### src/rtl/picnic_stage_sequencer.sv
// rtl/picnic_stage_sequencer.sv - ascending-order stage controller with skip mask, per-stage watchdog and abort
// Each enabled stage gets a start level until its end level returns; one idle GAP cycle separates stages.
module picnic_stage_sequencer #(
  parameter int N_STAGES  = 6,
  parameter int TIMEOUT_W = 16,
  parameter int IDX_W     = (N_STAGES > 1) ? $clog2(N_STAGES) : 1
) (
  input  logic                 clk,
  input  logic                 reset,
  input  logic                 seq_start,
  input  logic                 abort,
  input  logic [N_STAGES-1:0]  stage_en_mask,
  input  logic [TIMEOUT_W-1:0] timeout_limit,
  input  logic [N_STAGES-1:0]  stage_end,
  output logic [N_STAGES-1:0]  stage_start,
  output logic [IDX_W-1:0]     cur_stage,
  output logic [N_STAGES-1:0]  stage_done_mask,
  output logic                 seq_busy,
  output logic                 seq_done,
  output logic                 seq_err,
  output logic [IDX_W-1:0]     err_stage
);

  typedef enum logic [2:0] {S_IDLE, S_RUN, S_GAP, S_DONE, S_ERR} state_t;

  localparam logic [N_STAGES-1:0] ONE = N_STAGES'(1);

  state_t               state;
  logic [N_STAGES-1:0]  mask_q;
  logic [TIMEOUT_W-1:0] limit_q;
  logic [TIMEOUT_W-1:0] wd_cnt;
  logic [IDX_W-1:0]     first_idx;
  logic [IDX_W-1:0]     next_idx;
  logic                 have_next;
  logic                 cur_end;
  logic                 wd_expire;

  always_comb begin
    first_idx = '0;
    for (int i = N_STAGES - 1; i >= 0; i--) begin
      if (stage_en_mask[i]) first_idx = IDX_W'(i);
    end
  end

  // Lowest enabled stage strictly above the current one.
  always_comb begin
    next_idx  = '0;
    have_next = 1'b0;
    for (int i = N_STAGES - 1; i >= 0; i--) begin
      if (mask_q[i] && (i > int'(cur_stage))) begin
        next_idx  = IDX_W'(i);
        have_next = 1'b1;
      end
    end
  end

  assign cur_end   = stage_end[cur_stage];
  assign wd_expire = (limit_q != '0) && (wd_cnt == limit_q - TIMEOUT_W'(1));

  always_ff @(posedge clk) begin
    if (reset) begin
      state           <= S_IDLE;
      mask_q          <= '0;
      limit_q         <= '0;
      wd_cnt          <= '0;
      stage_start     <= '0;
      cur_stage       <= '0;
      stage_done_mask <= '0;
      seq_busy        <= 1'b0;
      seq_done        <= 1'b0;
      seq_err         <= 1'b0;
      err_stage       <= '0;
    end else if (abort && (state != S_IDLE)) begin
      // Completed-stage record survives so software can see how far the run got.
      state       <= S_IDLE;
      stage_start <= '0;
      seq_busy    <= 1'b0;
      seq_done    <= 1'b0;
      seq_err     <= 1'b0;
    end else begin
      case (state)
        S_IDLE: begin
          if (seq_start) begin
            stage_done_mask <= '0;
            if (stage_en_mask != '0) begin
              mask_q      <= stage_en_mask;
              limit_q     <= timeout_limit;
              cur_stage   <= first_idx;
              stage_start <= ONE << first_idx;
              wd_cnt      <= '0;
              seq_busy    <= 1'b1;
              state       <= S_RUN;
            end else begin
              seq_done <= 1'b1;
              state    <= S_DONE;
            end
          end
        end
        S_RUN: begin
          if (cur_end) begin
            stage_start                <= '0;
            stage_done_mask[cur_stage] <= 1'b1;
            if (have_next) begin
              cur_stage <= next_idx;
              state     <= S_GAP;
            end else begin
              seq_busy <= 1'b0;
              seq_done <= 1'b1;
              state    <= S_DONE;
            end
          end else if (wd_expire) begin
            stage_start <= '0;
            err_stage   <= cur_stage;
            seq_busy    <= 1'b0;
            seq_err     <= 1'b1;
            state       <= S_ERR;
          end else begin
            wd_cnt <= wd_cnt + TIMEOUT_W'(1);
          end
        end
        S_GAP: begin
          stage_start <= ONE << cur_stage;
          wd_cnt      <= '0;
          state       <= S_RUN;
        end
        S_DONE, S_ERR: begin
          if (!seq_start) begin
            seq_done <= 1'b0;
            seq_err  <= 1'b0;
            state    <= S_IDLE;
          end
        end
        default: state <= S_IDLE;
      endcase
    end
  end

endmodule

### config.mk
export PLATFORM = sky130hd
export DESIGN_NAME = picnic_stage_sequencer
export DESIGN_NICKNAME = d
export VERILOG_FILES = /design/src/rtl/picnic_stage_sequencer.sv
export SDC_FILE = /design/constraint.sdc
export NUM_CORES = 1
export LEC_CHECK = 0
export BUFFER_PORTS_ARGS = -buffer_cell sky130_fd_sc_hd__buf_2
export CORE_UTILIZATION = 30
export DETAILED_ROUTE_END_ITERATION = 8
export PLACE_DENSITY = 0.44
export SLEW_MARGIN = 20
export SYNTH_ARGS = -nofsm -noshare
export SYNTH_HDL_FRONTEND = slang
export SYNTH_SLANG_ARGS = --single-unit
export TNS_END_PERCENT = 20
### constraint.sdc
create_clock -name clk -period 4 [get_ports clk]
set_clock_uncertainty 0.2 [all_clocks]
set_input_delay 0.2 -clock clk [delete_from_list [all_inputs] [get_ports clk]]
set_output_delay 0.2 -clock clk [all_outputs]
set_load 0.02 [all_outputs]
==> flow_summary.yaml, run 1 <==
outcome:
  status: "finished clean"
synthesis:
  ys_types: 57
  synth-seq-cells: 61
  syn_area_um2: 3750
  synth_nets: 523
  synth_common_cells: "87 x nand2_1, 61 x dfxtp_1, 53 x a21oi_1, 30 x nand2b_1, 29 x nor2_1"
  yosysWarningCount: 0
  seq_area_frac_synth: 0.326
  yosysMostFrequentCell: "nand2_1"
  avgSynthCellArea_um2: 7.68
  yosysTopAreaCellShare: 0.326
  synth_top_flop_cell: "dfxtp_1"
  synth_cells: 488
  synth_enable_flop_cells: 0
  synth_largest_area_cell: "dfxtp_1"
  synth_async_sr_flop_share: 0
  yosys-top-cells-area: "dfxtp_1 33%, nand2_1 8.7%, mux2i_1 7.2%"
floorplan:
  start_util: 0.310
  core-area_um2: 12100
  die_area_um2: 13000
  fp-row-count: 40
  ioPinCount: 53
  die_h_um: 114
  die_x_um: 114
drt:
  drtAntennaViolNets: 0
  routed_wirelength_um: 10700
  via_count: 3623
  wl_per_cell_um: 14.8
  drc_errors: 0
  dr.first_iter.drc_count: 154
  routed_via_density: 5.00
  drt_pre_antenna_iters: 4
cells_and_area:
  diodes: 0
  area_delta_synth_final_pct: 24.1
  drive_above_1_share: 0.162
  design_area_um2: 4650
  fin_nets: 586
setup_path:
  worst_ep_arrival_time_ps: 3230
  worstPathRequired_ps: 3990
  cp-start-kind: "flop"
  worst-r2r-cell-count: 10
  endpoint_kind: "flop"
  critPathMaxFanout: 21
  critPathKind: "reg2reg"
power_and_ir_drop:
  power_leakage_nw: 1.79
  powerDensity_nw_per_um2: 449
  vdd_drop_max_mv: 0.244
global_route:
  track_usage: 0.174
  grt_max_degree: 37
  antenna_found_initial: 0
  grt_pass1_vias: 3510
  grt.overflow.total: 0
  grt_pass1_wl_um: 17500
cts:
  cts_tree: "yes"
  insertion_delay_ps: 330
  htreeDepth: 3
  cts_root_buf: "clkbuf_16"
  clk_path_buf_depth: 2
  clock-sinks: 61
  clk_pin_slew_ps: 50
  cts_resized: 0
  cts_buffers: 9
  post-cts-setup-buffers: 0
  cts_hold_buf: 21
placed_design:
  dp_hpwl_um: 7560
  numPortBuffers: 52
  gp_congestion: 0.847
  dpl_cell_area_um2: 4150
timing:
  clock.fmax_ghz: 0.309
  finalHoldViolations: 0
  setup_violations: 0
  relSlewSlack: 0.430
  tns_ps: 0
  fin_crit_sh: 0.810
  worstMarginPinSlew_ps: 853
  fin_crit_ps: 3240
  rsz0062_at_grt: "false"
  slew_viol_final: 0
min_path:
  min_path_type: "in2reg"
  holdPathStages: 4
flow_run:
  maxCapViolCount: 0
==> through the flow <==
stage / total power [mW] / util / worst slack [ps] / std cells / hold slack, ps
floorplan: 1.16 / - / 1140 / 488 / 136
global route: 2.22 / 0.384 / 496 / 724 / 108
finish: 2.09 / 0.384 / 761 / 724 / 79.1
global placement: 1.32 / 0.342 / 829 / 687 / 242
CTS: 2.12 / 0.384 / 741 / 724 / 64.0
detailed placement: 1.33 / 0.342 / 771 / 687 / 248
==> flip-flops by register name, summed over array words and instances (netlist names) <==
signal	flops
stage_done_mask	6
seq_busy	1
state	3
wd_cnt	16
seq_err	1
stage_start	6
limit_q	16
seq_done	1
mask_q	5
err_stage	3
cur_stage	3
==> cell type report <==
class | instances | area, um2
Tap cell | 168 | 210
Timing Repair Buffer | 82 | 538
Inverter | 10 | 37.5
Multi-Input combinational cell | 387 | 2350
Clock inverter | 3 | 17.5
Fill cell | 1325 | 7460
Sequential cell | 61 | 1220
Clock buffer | 13 | 280
==> worst max-delay path: stages (launching register included) <==
cell	delay, ps
dfxtp_1	370
inv_1	100
ha_1	260
or3b_2	520
nor4_1	360
xnor2_1	180
o2111ai_1	200
nor4_4	170
buf_4	300
o211ai_2	260
mux2i_1	180
==> layout by cell type, fill, tap and decap left out, types with 4 or more instances in the layout <==
cell           count
nor4_1             6
xor2_1             6
mux2i_1           27
or4_1              4
nor2b_1            4
and3_1             7
nor3b_1            4
nand4_1           10
clkbuf_8           4
nor2_1            29
nand2_1           87
a31oi_1            4
a21oi_1           53
buf_4              9
dlygate4sd3_1     21
inv_1             10
dfxtp_1           61
clkbuf_16          9
xnor2_1           13
or3_1              5
o21ai_0            8
buf_2             52
nor3_1            18
nand2b_1          30
a211oi_1           8
nand3_1           13
==> report_power, final <==
group | internal, mW | switching [mW] | total (mW)
Combinational | 0.244 | 0.362 | 0.606
Clock | 0.484 | 0.275 | 0.760
Sequential | 0.653 | 0.0730 | 0.726
==> metal layers <==
layer  vias to the layer above  track usage  share of wire
met3                         7       0.0446          0.022
met5                         -            0              0
met4                         0       0.0485          0.013
li1                       1861            -              -
met1                      1713        0.201           0.45
met2                        42        0.315           0.51
==> path summary, 6_finish.rpt <==
check / to / slack [ps] / startpoint
worst max register to register: stage_start[4] / 760 / limit_q[0]
worst min register to register: stage_start[2] / 250 / stage_start[2]
worst max-delay path: stage_start[4] / 760 / limit_q[0]
worst min-delay path: stage_start[5] / 80 / stage_en_mask[0]
==> kinds of logic (layout without fill, tap and decap cells) <==
kind of cell / count (synthesis) / in the layout / share of synthesized area
flops: 61 / 61 / 0.326
simple gates: 231 / 231 / 0.313
mux: 31 / 31 / 0.0871
buf+inv: 40 / 108 / 0.0480
compound gates: 103 / 103 / 0.172
xor+xnor: 19 / 19 / 0.0444
fa+ha+maj: 3 / 3 / 0.0100
No activity file was read; power rests on OpenSTA's default activity.
==> run 2: changes to the inputs <==
--- a/config.mk
+++ b/config.mk
@@ -5,10 +5,11 @@
 export SDC_FILE = /design/constraint.sdc
 export NUM_CORES = 1
 export LEC_CHECK = 0
+export ABC_AREA = 1
 export BUFFER_PORTS_ARGS = -buffer_cell sky130_fd_sc_hd__buf_2
 export CORE_UTILIZATION = 30
 export DETAILED_ROUTE_END_ITERATION = 8
-export PLACE_DENSITY = 0.44
+export PLACE_DENSITY = 0.46
 export SLEW_MARGIN = 20
 export SYNTH_ARGS = -nofsm -noshare
 export SYNTH_HDL_FRONTEND = slang
==> constraint.sdc (replaced) <==
create_clock -name clk -period 2.8 [get_ports clk]
set_clock_uncertainty 0.2 [all_clocks]
set_input_delay 0.14 -clock clk [delete_from_list [all_inputs] [get_ports clk]]
set_output_delay 0.14 -clock clk [all_outputs]
set_load 0.02 [all_outputs]
==> flow_summary.yaml, run 2 <==
floorplan:
  die_h_um: 117
  start_util: 0.311
  fp-row-count: 41
  ioPinCount: 53
  die_area_um2: 13600
  core-area_um2: 12700
  die_x_um: 117
synthesis:
  synth-seq-cells: 61
  avgSynthCellArea_um2: 6.41
  yosys-top-cells-area: "dfxtp_1 31%, nand2_1 12%, nor2_1 8.3%"
  seq_area_frac_synth: 0.309
  ys_types: 38
  synth_largest_area_cell: "dfxtp_1"
  synth_common_cells: "129 x nand2_1, 87 x nor2_1, 79 x inv_1, 61 x dfxtp_1, 49 x nand3_1"
  synth_nets: 652
  yosysTopAreaCellShare: 0.309
  syn_area_um2: 3950
  synth_enable_flop_cells: 0
  synth_cells: 617
  synth_async_sr_flop_share: 0
  yosysMostFrequentCell: "nand2_1"
  synth_top_flop_cell: "dfxtp_1"
  yosysWarningCount: 0
cts:
  clock-sinks: 61
  htreeDepth: 3
  clk_pin_slew_ps: 50
  post-cts-setup-buffers: 0
  clk_path_buf_depth: 2
  insertion_delay_ps: 340
  cts_root_buf: "clkbuf_16"
  cts_tree: "yes"
  cts_resized: 0
  cts_hold_buf: 20
  cts_buffers: 9
global_route:
  grt_pass1_vias: 3695
  track_usage: 0.177
  grt.overflow.total: 0
  grt_pass1_wl_um: 18500
  grt_max_degree: 32
  antenna_found_initial: 0
power_and_ir_drop:
  powerDensity_nw_per_um2: 1030
  vdd_drop_max_mv: 0.372
  fin_total_pwr_mw: 5.07
  power_leakage_nw: 2.21
cells_and_area:
  reg.largest.list: "limit_q x16, wd_cnt x16"
  final_common_cell: "nand2_1"
  design_area_um2: 4900
  diodes: 0
  area_delta_synth_final_pct: 23.9
  fin_nets: 727
  drive_above_1_share: 0.185
  final_cell_mix: "129 x nand2_1, 87 x nor2_1, 79 x inv_1"
drt:
  via_count: 3978
  drc_errors: 0
  wl_per_cell_um: 13.0
  routed_via_density: 4.58
  routed_wirelength_um: 11300
  drtAntennaViolNets: 0
  drt_pre_antenna_iters: 4
  dr.first_iter.drc_count: 231
timing:
  finalHoldViolations: 0
  slew_viol_final: 0
  worstMarginPinSlew_ps: 647
  tns_ps: 0
  timing.final.ws_setup_ps: 286
  relSlewSlack: 0.564
  fin_crit_ps: 2510
  rsz0062_at_grt: "false"
  fin_crit_sh: 0.898
  setup_violations: 0
  whs_ps: 38.1
  clock.fmax_ghz: 0.398
setup_path:
  endpoint_kind: "flop"
  rrSetupSlack_ps: 290
  regToRegEndpoint: "wd_cnt[0]"
  crit_path_end: "wd_cnt[0]"
  worst-r2r-cell-count: 15
  worstSetupStartpoint: "limit_q[0]"
  worst_ep_arrival_time_ps: 2540
  critPathMaxFanout: 17
  critPathKind: "reg2reg"
  worstPathRequired_ps: 2830
  r2r-start: "limit_q[0]"
  cp-start-kind: "flop"
flow_run:
  maxCapViolCount: 0
placed_design:
  numPortBuffers: 52
  post-place-ws_ps: 299
  dpl_cell_area_um2: 4400
  gp_congestion: 0.796
  dp_hpwl_um: 8580
outcome:
  status: "finished clean"
min_path:
  min_path_type: "in2reg"
run 2: through the flow:
step / util / instances
after global routing: 0.385 / 869
final: 0.385 / 869
after floorplan: - / 617
after global placement: 0.346 / 833
after CTS: 0.385 / 869
after detailed placement: 0.346 / 833
run 2: area by class of cell:
class | instances | area [um2]
Timing Repair Buffer | 85 | 558
Clock buffer | 12 | 246
Inverter | 85 | 319
Clock inverter | 4 | 47.5
Fill cell | 1429 | 7820
Tap cell | 172 | 215
Sequential cell | 61 | 1220
Multi-Input combinational cell | 450 | 2290
run 2: kinds of logic (layout without fill, tap and decap cells):
logic type | after synthesis | in the layout | synth area share
simple gates | 317 | 317 | 0.366
compound gates | 109 | 109 | 0.158
buf+inv | 106 | 186 | 0.111
flops | 61 | 61 | 0.309
xor+xnor | 21 | 21 | 0.0465
fa+ha+maj | 3 | 3 | 0.00950
run 2: worst max-delay path: stages, from the launching register on:
cell and delay [ps]:
dfxtp_1 320, inv_1 170, ha_1 290, nand2_1 100, nor2_1 190, nor2_1 60, nor2_1 90, nand3_1 70
nor2_1 100, nand2_1 100, nor2_4 160, nand3_4 100, nand2_4 220, inv_1 90, nor2_1 90, nor2_1 50
run 2: routing by layer:
layer | up-vias | wire length [um] | track usage
met5 | - | 0 | 0
met4 | 0 | 185 | 0.0658
met3 | 13 | 395 | 0.0257
met2 | 76 | 4730 | 0.271
met1 | 1765 | 5960 | 0.252
li1 | 2124 | - | -
run 2: power by group:
part / total (mW) / internal, mW / switching (mW) / leakage, nW
clock: 1.11 / 0.710 / 0.403 / 0.143
combinational: 2.66 / 0.865 / 1.80 / 1.57
sequential: 1.29 / 1.09 / 0.201 / 0.499
total: 5.07 / 2.66 / 2.40 / 2.21
run 2: worst min-delay path by stage:
stage                                  from     endpoint  slack, ps  depth (start not counted)
after floorplan           timeout_limit[13]  limit_q[13]        100                          2
after global placement     timeout_limit[4]   limit_q[4]        210                          3
after detailed placement   timeout_limit[7]   limit_q[7]        230                          3
after CTS                  timeout_limit[1]   limit_q[1]         50                          3
after global routing       timeout_limit[1]   limit_q[1]         70                          3
final                      timeout_limit[1]   limit_q[1]         40                          3
